===== src/rtl/mem_lsu_if.sv =====
// Request/acknowledge bus between the load/store stage and memory.
// The LSU drives the request side; memory returns ack/err/rdata.
interface mem_lsu_if #(
  parameter int DATA_WIDTH = 32,
  parameter int ADDR_WIDTH = 32
);
  logic                    bus_req;
  logic                    bus_we;
  logic [ADDR_WIDTH-1:0]   bus_addr;
  logic [DATA_WIDTH-1:0]   bus_wdata;
  logic [DATA_WIDTH/8-1:0] bus_strb;
  logic                    bus_ack;
  logic                    bus_err;
  logic [DATA_WIDTH-1:0]   bus_rdata;

  modport master (
    output bus_req, bus_we, bus_addr, bus_wdata, bus_strb,
    input  bus_ack, bus_err, bus_rdata
  );
  modport slave (
    input  bus_req, bus_we, bus_addr, bus_wdata, bus_strb,
    output bus_ack, bus_err, bus_rdata
  );
endinterface


===== src/rtl/mem_lsu.sv =====
// Load/store memory stage: alignment check, lane steering, registered bus
// request with optional timeout, and load extraction/extension.
module mem_lsu #(
  parameter int DATA_WIDTH = 32,
  parameter int ADDR_WIDTH = 32,
  parameter int TIMEOUT    = 0
) (
  input  logic                  clk,
  input  logic                  rst_n,
  input  logic                  valid_in,
  input  logic                  exception_in,
  input  logic [3:0]            ecause_in,
  input  logic                  load_in,
  input  logic                  store_in,
  input  logic [1:0]            size_in,
  input  logic                  signed_in,
  input  logic [ADDR_WIDTH-1:0] addr_in,
  input  logic [DATA_WIDTH-1:0] store_data_in,
  input  logic [4:0]            rd_address_in,
  input  logic                  invalidate,
  input  logic                  stall_in,
  output logic                  busy,
  mem_lsu_if.master             bus,
  output logic                  valid_out,
  output logic [DATA_WIDTH-1:0] load_data_out,
  output logic [4:0]            rd_address_out,
  output logic                  exception_out,
  output logic [3:0]            ecause_out
);
  localparam int SW = DATA_WIDTH / 8;
  localparam int OW = $clog2(SW);
  localparam int TW = (TIMEOUT > 1) ? $clog2(TIMEOUT + 1) : 1;

  typedef enum logic [1:0] {IDLE, WAIT, HOLD} state_t;
  state_t state;

  logic [OW-1:0]         off, off_r;
  logic [1:0]            size_r;
  logic                  sgn_r, st_r, flushed;
  logic [4:0]            rd_r;
  logic [TW-1:0]         tcnt;
  logic                  aligned, mem_op, accept, pass_exc;
  logic [3:0]            pass_cause;
  logic [SW-1:0]         strb_base;
  logic [DATA_WIDTH-1:0] sh, mask, ld_ext;
  logic                  sbit, tmo, done, fault, fl_now;

  assign busy   = (state != IDLE);
  assign off    = addr_in[OW-1:0];
  assign mem_op = load_in || store_in;

  always_comb begin
    aligned   = 1'b1;
    strb_base = SW'(8'h01);
    case (size_in)
      2'd0: begin aligned = 1'b1;             strb_base = SW'(8'h01); end
      2'd1: begin aligned = (off[0] == 1'b0);  strb_base = SW'(8'h03); end
      2'd2: begin aligned = (off[1:0] == 2'b0); strb_base = SW'(8'h0F); end
      default: begin aligned = (DATA_WIDTH == 64) && (off == '0); strb_base = SW'(8'hFF); end
    endcase
  end

  assign accept   = valid_in && !invalidate && !exception_in && mem_op && aligned;
  // Upstream exceptions outrank our own misalignment fault.
  assign pass_exc = valid_in && !invalidate && (exception_in || (mem_op && !aligned));
  assign pass_cause = exception_in ? ecause_in : (load_in ? 4'd4 : 4'd6);

  // Read data is shifted back down to bit 0 before sign/zero extension.
  assign sh = bus.bus_rdata >> {off_r, 3'b000};
  always_comb begin
    mask = '1;
    sbit = sh[DATA_WIDTH-1];
    case (size_r)
      2'd0: begin mask = DATA_WIDTH'(8'hFF);         sbit = sh[7];  end
      2'd1: begin mask = DATA_WIDTH'(16'hFFFF);      sbit = sh[15]; end
      2'd2: begin mask = DATA_WIDTH'(32'hFFFF_FFFF); sbit = sh[31]; end
      default: begin mask = '1; sbit = sh[DATA_WIDTH-1]; end
    endcase
  end
  assign ld_ext = (sh & mask) | ({DATA_WIDTH{sgn_r & sbit}} & ~mask);

  assign tmo    = (TIMEOUT > 0) && (tcnt == TW'(TIMEOUT - 1));
  assign done   = bus.bus_ack || tmo;
  assign fault  = bus.bus_ack ? bus.bus_err : 1'b1;
  assign fl_now = flushed || invalidate;

  always_ff @(posedge clk or negedge rst_n) begin
    if (!rst_n) begin
      state          <= IDLE;
      bus.bus_req    <= 1'b0;
      bus.bus_we     <= 1'b0;
      bus.bus_addr   <= '0;
      bus.bus_wdata  <= '0;
      bus.bus_strb   <= '0;
      valid_out      <= 1'b0;
      load_data_out  <= '0;
      rd_address_out <= '0;
      exception_out  <= 1'b0;
      ecause_out     <= '0;
      off_r          <= '0;
      size_r         <= '0;
      sgn_r          <= 1'b0;
      st_r           <= 1'b0;
      rd_r           <= '0;
      flushed        <= 1'b0;
      tcnt           <= '0;
    end else begin
      case (state)
        IDLE: begin
          if (stall_in) begin
            valid_out <= 1'b0;
          end else if (accept) begin
            state         <= WAIT;
            bus.bus_req   <= 1'b1;
            bus.bus_we    <= store_in;
            bus.bus_addr  <= addr_in & ~ADDR_WIDTH'(SW - 1);
            bus.bus_wdata <= store_data_in << {off, 3'b000};
            bus.bus_strb  <= strb_base << off;
            off_r         <= off;
            size_r        <= size_in;
            sgn_r         <= signed_in;
            st_r          <= store_in;
            rd_r          <= rd_address_in;
            tcnt          <= '0;
            flushed       <= 1'b0;
            valid_out     <= 1'b0;
          end else begin
            valid_out      <= valid_in && !invalidate;
            exception_out  <= pass_exc;
            ecause_out     <= pass_exc ? pass_cause : 4'd0;
            rd_address_out <= rd_address_in;
          end
        end
        WAIT: begin
          if (done) begin
            bus.bus_req    <= 1'b0;
            rd_address_out <= rd_r;
            exception_out  <= fault && !fl_now;
            ecause_out     <= fault ? (st_r ? 4'd7 : 4'd5) : 4'd0;
            if (bus.bus_ack && !st_r) load_data_out <= ld_ext;
            if (stall_in) begin
              state     <= HOLD;
              valid_out <= 1'b0;
              flushed   <= fl_now;
            end else begin
              state     <= IDLE;
              valid_out <= !fl_now;
              flushed   <= 1'b0;
            end
          end else begin
            flushed <= fl_now;
            tcnt    <= tcnt + 1'b1;
          end
        end
        HOLD: begin
          if (!stall_in) begin
            state         <= IDLE;
            valid_out     <= !fl_now;
            exception_out <= exception_out && !fl_now;
            flushed       <= 1'b0;
          end else begin
            flushed <= fl_now;
          end
        end
        default: state <= IDLE;
      endcase
    end
  end
endmodule

===== src/flat_wrapper.sv =====
// flat-port wrapper written by rule: the top's interface ports become plain ports
module mem_lsu_flat 
#(
  parameter int DATA_WIDTH = 32,
  parameter int ADDR_WIDTH = 32,
  parameter int TIMEOUT    = 0
)
  (clk, rst_n, valid_in, exception_in, ecause_in, load_in, store_in, size_in, signed_in, addr_in, store_data_in, rd_address_in, invalidate, stall_in, busy, valid_out, load_data_out, rd_address_out, exception_out, ecause_out, bus_bus_req, bus_bus_we, bus_bus_addr, bus_bus_wdata, bus_bus_strb, bus_bus_ack, bus_bus_err, bus_bus_rdata);
  mem_lsu_if #(.DATA_WIDTH(DATA_WIDTH), .ADDR_WIDTH(ADDR_WIDTH)) bus_i ();
  input  logic clk;
  input  logic rst_n;
  input  logic valid_in;
  input  logic exception_in;
  input  logic [3:0] ecause_in;
  input  logic load_in;
  input  logic store_in;
  input  logic [1:0] size_in;
  input  logic signed_in;
  input  logic [ADDR_WIDTH-1:0] addr_in;
  input  logic [DATA_WIDTH-1:0] store_data_in;
  input  logic [4:0] rd_address_in;
  input  logic invalidate;
  input  logic stall_in;
  output logic busy;
  output logic valid_out;
  output logic [DATA_WIDTH-1:0] load_data_out;
  output logic [4:0] rd_address_out;
  output logic exception_out;
  output logic [3:0] ecause_out;
  output wire logic [$bits(bus_i.bus_req)-1:0] bus_bus_req;
  output wire logic [$bits(bus_i.bus_we)-1:0] bus_bus_we;
  output wire logic [$bits(bus_i.bus_addr)-1:0] bus_bus_addr;
  output wire logic [$bits(bus_i.bus_wdata)-1:0] bus_bus_wdata;
  output wire logic [$bits(bus_i.bus_strb)-1:0] bus_bus_strb;
  input wire logic [$bits(bus_i.bus_ack)-1:0] bus_bus_ack;
  input wire logic [$bits(bus_i.bus_err)-1:0] bus_bus_err;
  input wire logic [$bits(bus_i.bus_rdata)-1:0] bus_bus_rdata;
  assign bus_bus_req = bus_i.bus_req;
  assign bus_bus_we = bus_i.bus_we;
  assign bus_bus_addr = bus_i.bus_addr;
  assign bus_bus_wdata = bus_i.bus_wdata;
  assign bus_bus_strb = bus_i.bus_strb;
  assign bus_i.bus_ack = bus_bus_ack;
  assign bus_i.bus_err = bus_bus_err;
  assign bus_i.bus_rdata = bus_bus_rdata;
  mem_lsu #(.DATA_WIDTH(DATA_WIDTH), .ADDR_WIDTH(ADDR_WIDTH), .TIMEOUT(TIMEOUT)) u_core (.clk(clk), .rst_n(rst_n), .valid_in(valid_in), .exception_in(exception_in), .ecause_in(ecause_in), .load_in(load_in), .store_in(store_in), .size_in(size_in), .signed_in(signed_in), .addr_in(addr_in), .store_data_in(store_data_in), .rd_address_in(rd_address_in), .invalidate(invalidate), .stall_in(stall_in), .busy(busy), .bus(bus_i), .valid_out(valid_out), .load_data_out(load_data_out), .rd_address_out(rd_address_out), .exception_out(exception_out), .ecause_out(ecause_out));
endmodule

===== config.mk =====
export PLATFORM = sky130hd
export DESIGN_NAME = mem_lsu_flat
export DESIGN_NICKNAME = d
export VERILOG_FILES = /design/src/rtl/mem_lsu_if.sv /design/src/rtl/mem_lsu.sv /design/src/flat_wrapper.sv
export SDC_FILE = /design/constraint.sdc
export NUM_CORES = 1
export LEC_CHECK = 0
export BUFFER_PORTS_ARGS = -buffer_cell sky130_fd_sc_hd__buf_4
export CAP_MARGIN = 5
export CELL_PAD_IN_SITES_DETAIL_PLACEMENT = 1
export CELL_PAD_IN_SITES_GLOBAL_PLACEMENT = 2
export CORE_ASPECT_RATIO = 1.25
export CORE_MARGIN = 1
export CORE_UTILIZATION = 30
export DETAILED_ROUTE_END_ITERATION = 12
export HOLD_SLACK_MARGIN = 0.15
export PLACE_DENSITY_LB_ADDON = 0.1
export SKIP_LAST_GASP = 1
export SLEW_MARGIN = 20
export SYNTH_ARGS = -nofsm -noshare
export SYNTH_HDL_FRONTEND = slang
export SYNTH_SLANG_ARGS = --single-unit

===== constraint.sdc =====
create_clock -name clk -period 3.4 [get_ports clk]
set_clock_uncertainty 0.2 [all_clocks]
set_input_delay 0.51 -clock clk [delete_from_list [all_inputs] [get_ports clk]]
set_output_delay 0.51 -clock clk [all_outputs]
set_load 0.02 [all_outputs]

# Yosys cells after proc, flatten, opt, wreduce, memory -nomap -nowiden
# Index checks and enable logic that the tools add are counted.
[totals]
regBits = 124
in_bits = 118
out_inout_bits = 114
[op_classes]
n_eq_ne = 10
shifts = 3
mux = 44
bitwise_logic = 7
reduce_logical = 32
[ops]
columns = ["cell", "n"]
rows = [
  ["bitwise AND 32 bit", 2],
  ["case mux 32 bit (2 select lines)", 1],
  ["inverter 32 bit", 1],
  ["OR 32 bit", 1],
  ["<< shifter 32 x 5 -> 32 bit", 1],
  [">> shifter 32 x 5 -> 32 bit", 1],
  ["two-way mux 4 bit", 6],
  ["two-way mux 1 bit", 17],
  ["case mux 4 bit (2 select lines)", 2],
  ["two-way mux 5 bit", 3],
  ["two-way mux 2 bit", 7],
  ["case mux 1 bit (3 select lines)", 4],
  ["AND reduction 3 bit", 4],
  ["AND reduction 4 bit", 3],
  ["case mux 5 bit (2 select lines)", 1],
  ["logical AND 1 bit", 9],
  ["zero test 2 bit", 4],
  ["!= test 2 bit (second input constant)", 4],
  ["== test 2 x 1 -> 1 bit (second input constant)", 3],
  ["case mux 2 bit (3 select lines)", 1],
  ["zero test 1 bit", 5],
  ["AND reduction 5 bit", 1],
  ["== test 2 bit (second input constant)", 2],
  ["case mux 1 bit (2 select lines)", 2],
  ["other kinds (7)", 11],
]

# Longest topological paths before layout
[depth]
ltp_word = 10
depth_mapped = 9
mapped_depth_nobuf = 6

# Least setup slack after synthesis
# Ideal clock, no wire load.
[synth_timing]
path_kind = "reg-to-reg"
start = "reg u_core.state[1]"
end = "reg u_core.ecause_out[1]"
setup_ps = 65
arrival_ps = 2097
path_slack_ps = 1038
path_stages_with_launch = 8
path_buffers = 1
synth_period_minus_slack_ps = 2362
cell_sequence = "dfrtp_1 inv_1 ha_1 buf_2 or3b_2 or4b_2 o21ai_0 mux2_2"
[synth_via]
elab_chain_len = 3
word_cells_on_any_way = 8
classes_between = "4 x eq/ne; 1 x mux; 3 x reduce/logical"
[synth_lines]
columns = ["element", "line_no", "text"]
rows = [
  ["start, declared", "mem_lsu.sv:35", "state_t state;"],
  ["start signal, assigned", "mem_lsu.sv:89", "state <= IDLE;"],
  ["start signal, assigned", "mem_lsu.sv:113", "state <= WAIT;"],
  ["start signal, assigned", "mem_lsu.sv:142", "state <= HOLD;"],
  ["== test 2 x 1 -> 1 bit / zero test 2 bit (equally long branches)", "mem_lsu.sv:108", "case (state)"],
  ["!= test 2 bit (no source line) / nonzero test 2 bit (equally long branches)", "-", ""],
  ["AND reduction 4 bit (no source line)", "-", ""],
  ["end signal, assigned", "mem_lsu.sv:130", "ecause_out <= pass_exc ? pass_cause : 4'd0;"],
  ["end signal, assigned", "mem_lsu.sv:139", "ecause_out <= fault ? (st_r ? 4'd7 : 4'd5) : 4'd0;"],
  ["end, declared", "mem_lsu.sv:28", "output logic [3:0] ecause_out"],
]
# Several ways; a longest one is shown, not always the timed one.
# A chain may end at the register's enable or synchronous reset.

# Worst setup path in the final report
[layout_timing]
start = "in store_in"
end = "reg u_core.bus.bus_wdata[31]"
[layout_via]
elab_chain_len = 4
[layout_lines]
columns = ["element", "line_no", "text"]
rows = [
  ["start, declared", "flat_wrapper.sv:16", "input logic store_in;"],
  ["logical OR 1 bit", "mem_lsu.sv:50", "assign mem_op = load_in || store_in;"],
  ["logical AND 1 bit (2 in series)", "mem_lsu.sv:63", "assign accept = valid_in && !invalidate && !exception_in && mem_op && aligned;"],
  ["AND reduction 3 bit (no source line)", "-", ""],
  ["end signal, assigned", "mem_lsu.sv:117", "bus.bus_wdata <= store_data_in << {off, 3'b000};"],
  ["end, declared", "mem_lsu_if.sv:17", "output bus_req, bus_we, bus_addr, bus_wdata, bus_strb,"],
]
# Every way passes these cells.

==> insert_results.sql <==
INSERT INTO impl_metrics (metric_group, metric, value, unit) VALUES
('place', 'dp.final_hpwl', '14.46', 'mm'),
('yosys', 'synthesized_netlist_cell_count', '559', ''),
('pwr', 'irDropWorstVdd', '0.0003719', 'V'),
('job', 'number_of_maximum_capacitance_violations', '0', ''),
('worst_setup_path', 'worstSetupStartpoint', 'store_in', ''),
('layout', 'nets', '952', ''),
('worst_hold_path', 'worst_hold_path_type', 'input pin to flip-flop', ''),
('yosys', 'dominantRegCellSynth', 'dfrtp_1', ''),
('layout', 'finalCoreUtilization', '46.50', '%'),
('cts', 'clk_pin_slew_worst_paths', '60', 'ps'),
('worst_setup_path', 'cp_slowest_stage_delay', '550', 'ps'),
('place', 'gp_routability_congestion', '0.8125', ''),
('worst_setup_path', 'rr_startpoint', 'u_core.state[1]$_DFFE_PN0P_', ''),
('floorplanning', 'initial_core_util', '30.94', '%'),
('grt', 'global_route_wire_length_before_repair', '31.18', 'mm'),
('yosys', 'ys_ff_latch', '124', ''),
('worst_setup_path', 'setup.worst_path.class', 'input pin to flip-flop', ''),
('grt', 'largest_net_degree_at_the_start_of_global_routing', '83', ''),
('sta', 'fraction_of_the_cycle_the_final_worst_path_needs', '75.99', '%'),
('pwr', 'power_per_cell_area', '771.5', 'nW/um^2'),
('worst_setup_path', 'crit_path_max_delay_family', 'buffers and inverters', ''),
('grt', 'grt_pass1_vias', '5676', ''),
('cts', 'source_to_sink_clock_delay_at_the_later_pin_of_the_worst_skew_pair', '420', 'ps'),
('cts', 'cts_buffer_depth', '2', ''),
('run_status', 'run_status', 'complete, no violations', ''),
('layout', 'ratio_of_cells_with_drive_above_1_in_the_final_layout', '42.76', '%'),
('pwr', 'power.share.combinational', '39.1', '%'),
('worst_setup_path', 'type_of_element_launching_the_critical_path', 'input pin', ''),
('sta', 'finalSetupViolCount', '0', ''),
('place', 'buffer_ports.inserted', '229', ''),
('pwr', 'power_frac_seq', '33.2', '%'),
('yosys', 'post_synth_instance_area', '6091', 'sq um'),
('yosys', 'edff_count_synth', '0', ''),
('pwr', 'p_switching', '2535', 'uW'),
('cts', 'clock_tree.root_cell', 'clkbuf_16', ''),
('grt', 'remaining_global_route_overflow', '0', ''),
('routing', 'ant_nets', '0', ''),
('yosys', 'ys_async_sr_fraction', '100.0', '%'),
('sta', 'rsz0062_at_grt', 'false', ''),
('routing', 'routed-via-count', '5277', ''),
('grt', 'track_usage', '19.79', '%'),
('floorplanning', 'die-width', '129.4', 'um'),
('layout', 'area_delta_synth_final', '50.29', '%'),
('worst_setup_path', 'cp_cell_sequence', 'dlygate4sd3_1, buf_4, o21bai_1, a2111o_2, buf_12, mux2_2', ''),
('floorplanning', 'die_h', '161.3', 'um'),
('pwr', 'sw_frac_of_total', '35.90', '%'),
('floorplanning', 'core.rowCount', '57', ''),
('cts', 'cts_buffers', '17', ''),
('cts', 'cts_h_tree_depth', '4', ''),
('routing', 'detail_route.vias_per_cell', '4.767', ''),
('cts', 'tritoncts_clock_tree', 'done', ''),
('yosys', 'avgSynthCellArea', '10.90', 'sq um'),
('sta', 'slew_at_the_pin_with_the_worst_max_slew_slack', '946.6', 'ps'),
('worst_setup_path', 'arrival', '2690', 'ps'),
('cts', 'clock-sinks', '124', ''),
('yosys', 'yosysSeqAreaShare', '50.94', '%'),
('grt', 'antenna_found_initial', '0', ''),
('sta', 'report.final.hold_viol_count', '0', ''),
('routing', 'first_iter_violations', '229', ''),
('floorplanning', 'die_area', '20880', 'sq um'),
('sta', 'fmaxAchievable', '387.1', 'MHz'),
('pwr', 'power.static_leakage', '0.004435', 'uW'),
('worst_setup_path', 'critPathCaptureType', 'flip-flop', ''),
('layout', 'final_cell_count_no_fill', '1107', ''),
('sta', 'post-route-worst-setup-slack', '816.4', 'ps'),
('worst_hold_path', 'timing.hold.worst.start', 'store_data_in[4]', ''),
('place', 'post_placement_worst_setup_slack', '709.4', 'ps'),
('worst_setup_path', 'crit_path_max_fo', '82', ''),
('cts', 'post_cts_resize_count', '0', ''),
('worst_setup_path', 'critPathRequiredTime', '3500', 'ps'),
('worst_setup_path', 'worst_path_max_delay_cell', 'dlygate4sd3_1', '');
## final cells by class
type	count	area, sq um
fill	2170	10530
sequential	124	3103
multi-input combinational	392	2750
timing repair buffer	289	2315
clock buffer	18	439.2
tap	265	331.6
clock inverter	13	192.7
inverter	6	22.52
## metrics by stage
| step | area (sq um) | hold WS (ps) |
|---|---|---|
| 2_1_floorplan | 6095 | 14.41 |
| 3_3_place_gp | 8036 | 267.9 |
| 3_5_place_dp | 8041 | 269.9 |
| 4_1_cts | 9154 | 156.8 |
| 5_1_grt | 9154 | 170.6 |
| 6_report | 9154 | 169.9 |
## final timing paths
kind / slack [ps] / endpoint / cells past startpoint
max: 820 / u_core.bus.bus_wdata[31]$_DFFE_PN0P_ / 6
min: 170 / u_core.bus.bus_wdata[4]$_DFFE_PN0P_ / 3
max reg2reg: 890 / u_core.ecause_out[1]$_DFFE_PN0P_ / 7
min reg2reg: 280 / u_core.bus.bus_wdata[3]$_DFFE_PN0P_ / 2
max in group asynchronous: 1650 / u_core.rd_address_out[1]$_DFFE_PN0P_ / 3
min in group asynchronous: 460 / u_core.bus.bus_addr[13]$_DFFE_PN0P_ / 2
## synthesized netlist by cell type (all sizes together), types with 2 or more instances
cell type / number / share of area (%)
mux2i: 33 / 5.4
nor2: 41 / 2.6
a21o: 2 / 0.25
nor3: 4 / 0.33
a32oi: 2 / 0.29
clkbuf: 15 / 0.92
a31oi: 2 / 0.21
o21ai: 32 / 2.6
inv: 6 / 0.37
a21oi: 35 / 2.9
or2: 2 / 0.21
a22o: 2 / 0.29
ha: 4 / 0.82
a22oi: 9 / 1.1
nor2b: 13 / 1.3
nand2b: 5 / 0.51
dfrtp: 124 / 51
a211o: 2 / 0.29
nand3: 15 / 1.2
o2bb2ai: 3 / 0.43
nand2: 65 / 4.0
o31ai: 11 / 1.7
a2111oi: 3 / 0.64
a211oi: 17 / 2.1
buf: 23 / 2.8
mux2: 74 / 14
## cell families after synthesis
kind of cell	count (synthesis)	synth area share (%)
and+or+nand+nor	151	11.11
AOI/OAI and AO/OA	127	13.74
DFF	124	50.95
muxes	107	19.10
buffers and inverters	44	4.067
adders and majority gates	4	0.8217
other	1	0.06157
xor gates and xnor gates	1	0.1438
## power groups by stage
stage               Combinational (uW)  Clock [uW]  Sequential [uW]
finish                            2760        1960             2350
detailed placement                2750           0             2380
CTS                               2810        2000             2360
floorplan                         1020           0             2830
global route                      2980        2060             2430
global placement                  2700           0             2350
## placed cells by master, fill, tap and decap left out, types with 3 or more instances in the layout
master	synthesis	final
nand3_1	15	15
a21oi_1	35	35
o21ai_0	32	32
nand2b_1	5	5
mux2i_1	33	33
ha_1	4	4
nor2_1	40	40
dfrtp_1	124	124
inv_1	6	6
nor3_1	4	3
a22oi_1	9	9
bufinv_16	0	4
nand2_1	65	65
o31ai_1	7	7
mux2_2	74	74
buf_4	2	239
nor2b_1	13	13
o31ai_2	4	4
dlygate4sd3_1	0	48
clkinv_4	0	5
clkbuf_16	0	17
a211oi_1	17	17
o2bb2ai_1	3	3
## sequential cells by signal, indices dropped and copies added (netlist names)
| signal | count |
|---|---|
| u_core.sgn_r | 1 |
| u_core.bus.bus_req | 1 |
| u_core.load_data_out | 32 |
| u_core.valid_out | 1 |
| u_core.exception_out | 1 |
| u_core.rd_r | 5 |
| u_core.bus.bus_addr | 30 |
| u_core.flushed | 1 |
| u_core.bus.bus_strb | 4 |
| u_core.rd_address_out | 5 |
| u_core.bus.bus_we | 1 |
| u_core.off_r | 2 |
| u_core.state | 2 |
| u_core.bus.bus_wdata | 32 |
| u_core.size_r | 2 |
| u_core.ecause_out | 4 |
## worst register-to-register path: cells and delay by family (launching register included)
kind / cells / cell delay, ps
simple gates: 2 / 450
buf+inv: 2 / 400
fa+ha+maj: 1 / 280
flops: 1 / 420
mux: 1 / 390
compound gates: 1 / 270
## routing by layer
| metal | vias to the layer above | global-route usage [%] | share of wire, % |
|---|---|---|---|
| met5 | - | 0 | 0 |
| li1 | 2534 | - | - |
| met4 | 0 | 5.603 | 1.3 |
| met3 | 20 | 5.366 | 5.4 |
| met2 | 148 | 35.04 | 52 |
| met1 | 2575 | 23.18 | 41 |
(Power assumes the default switching activity.)
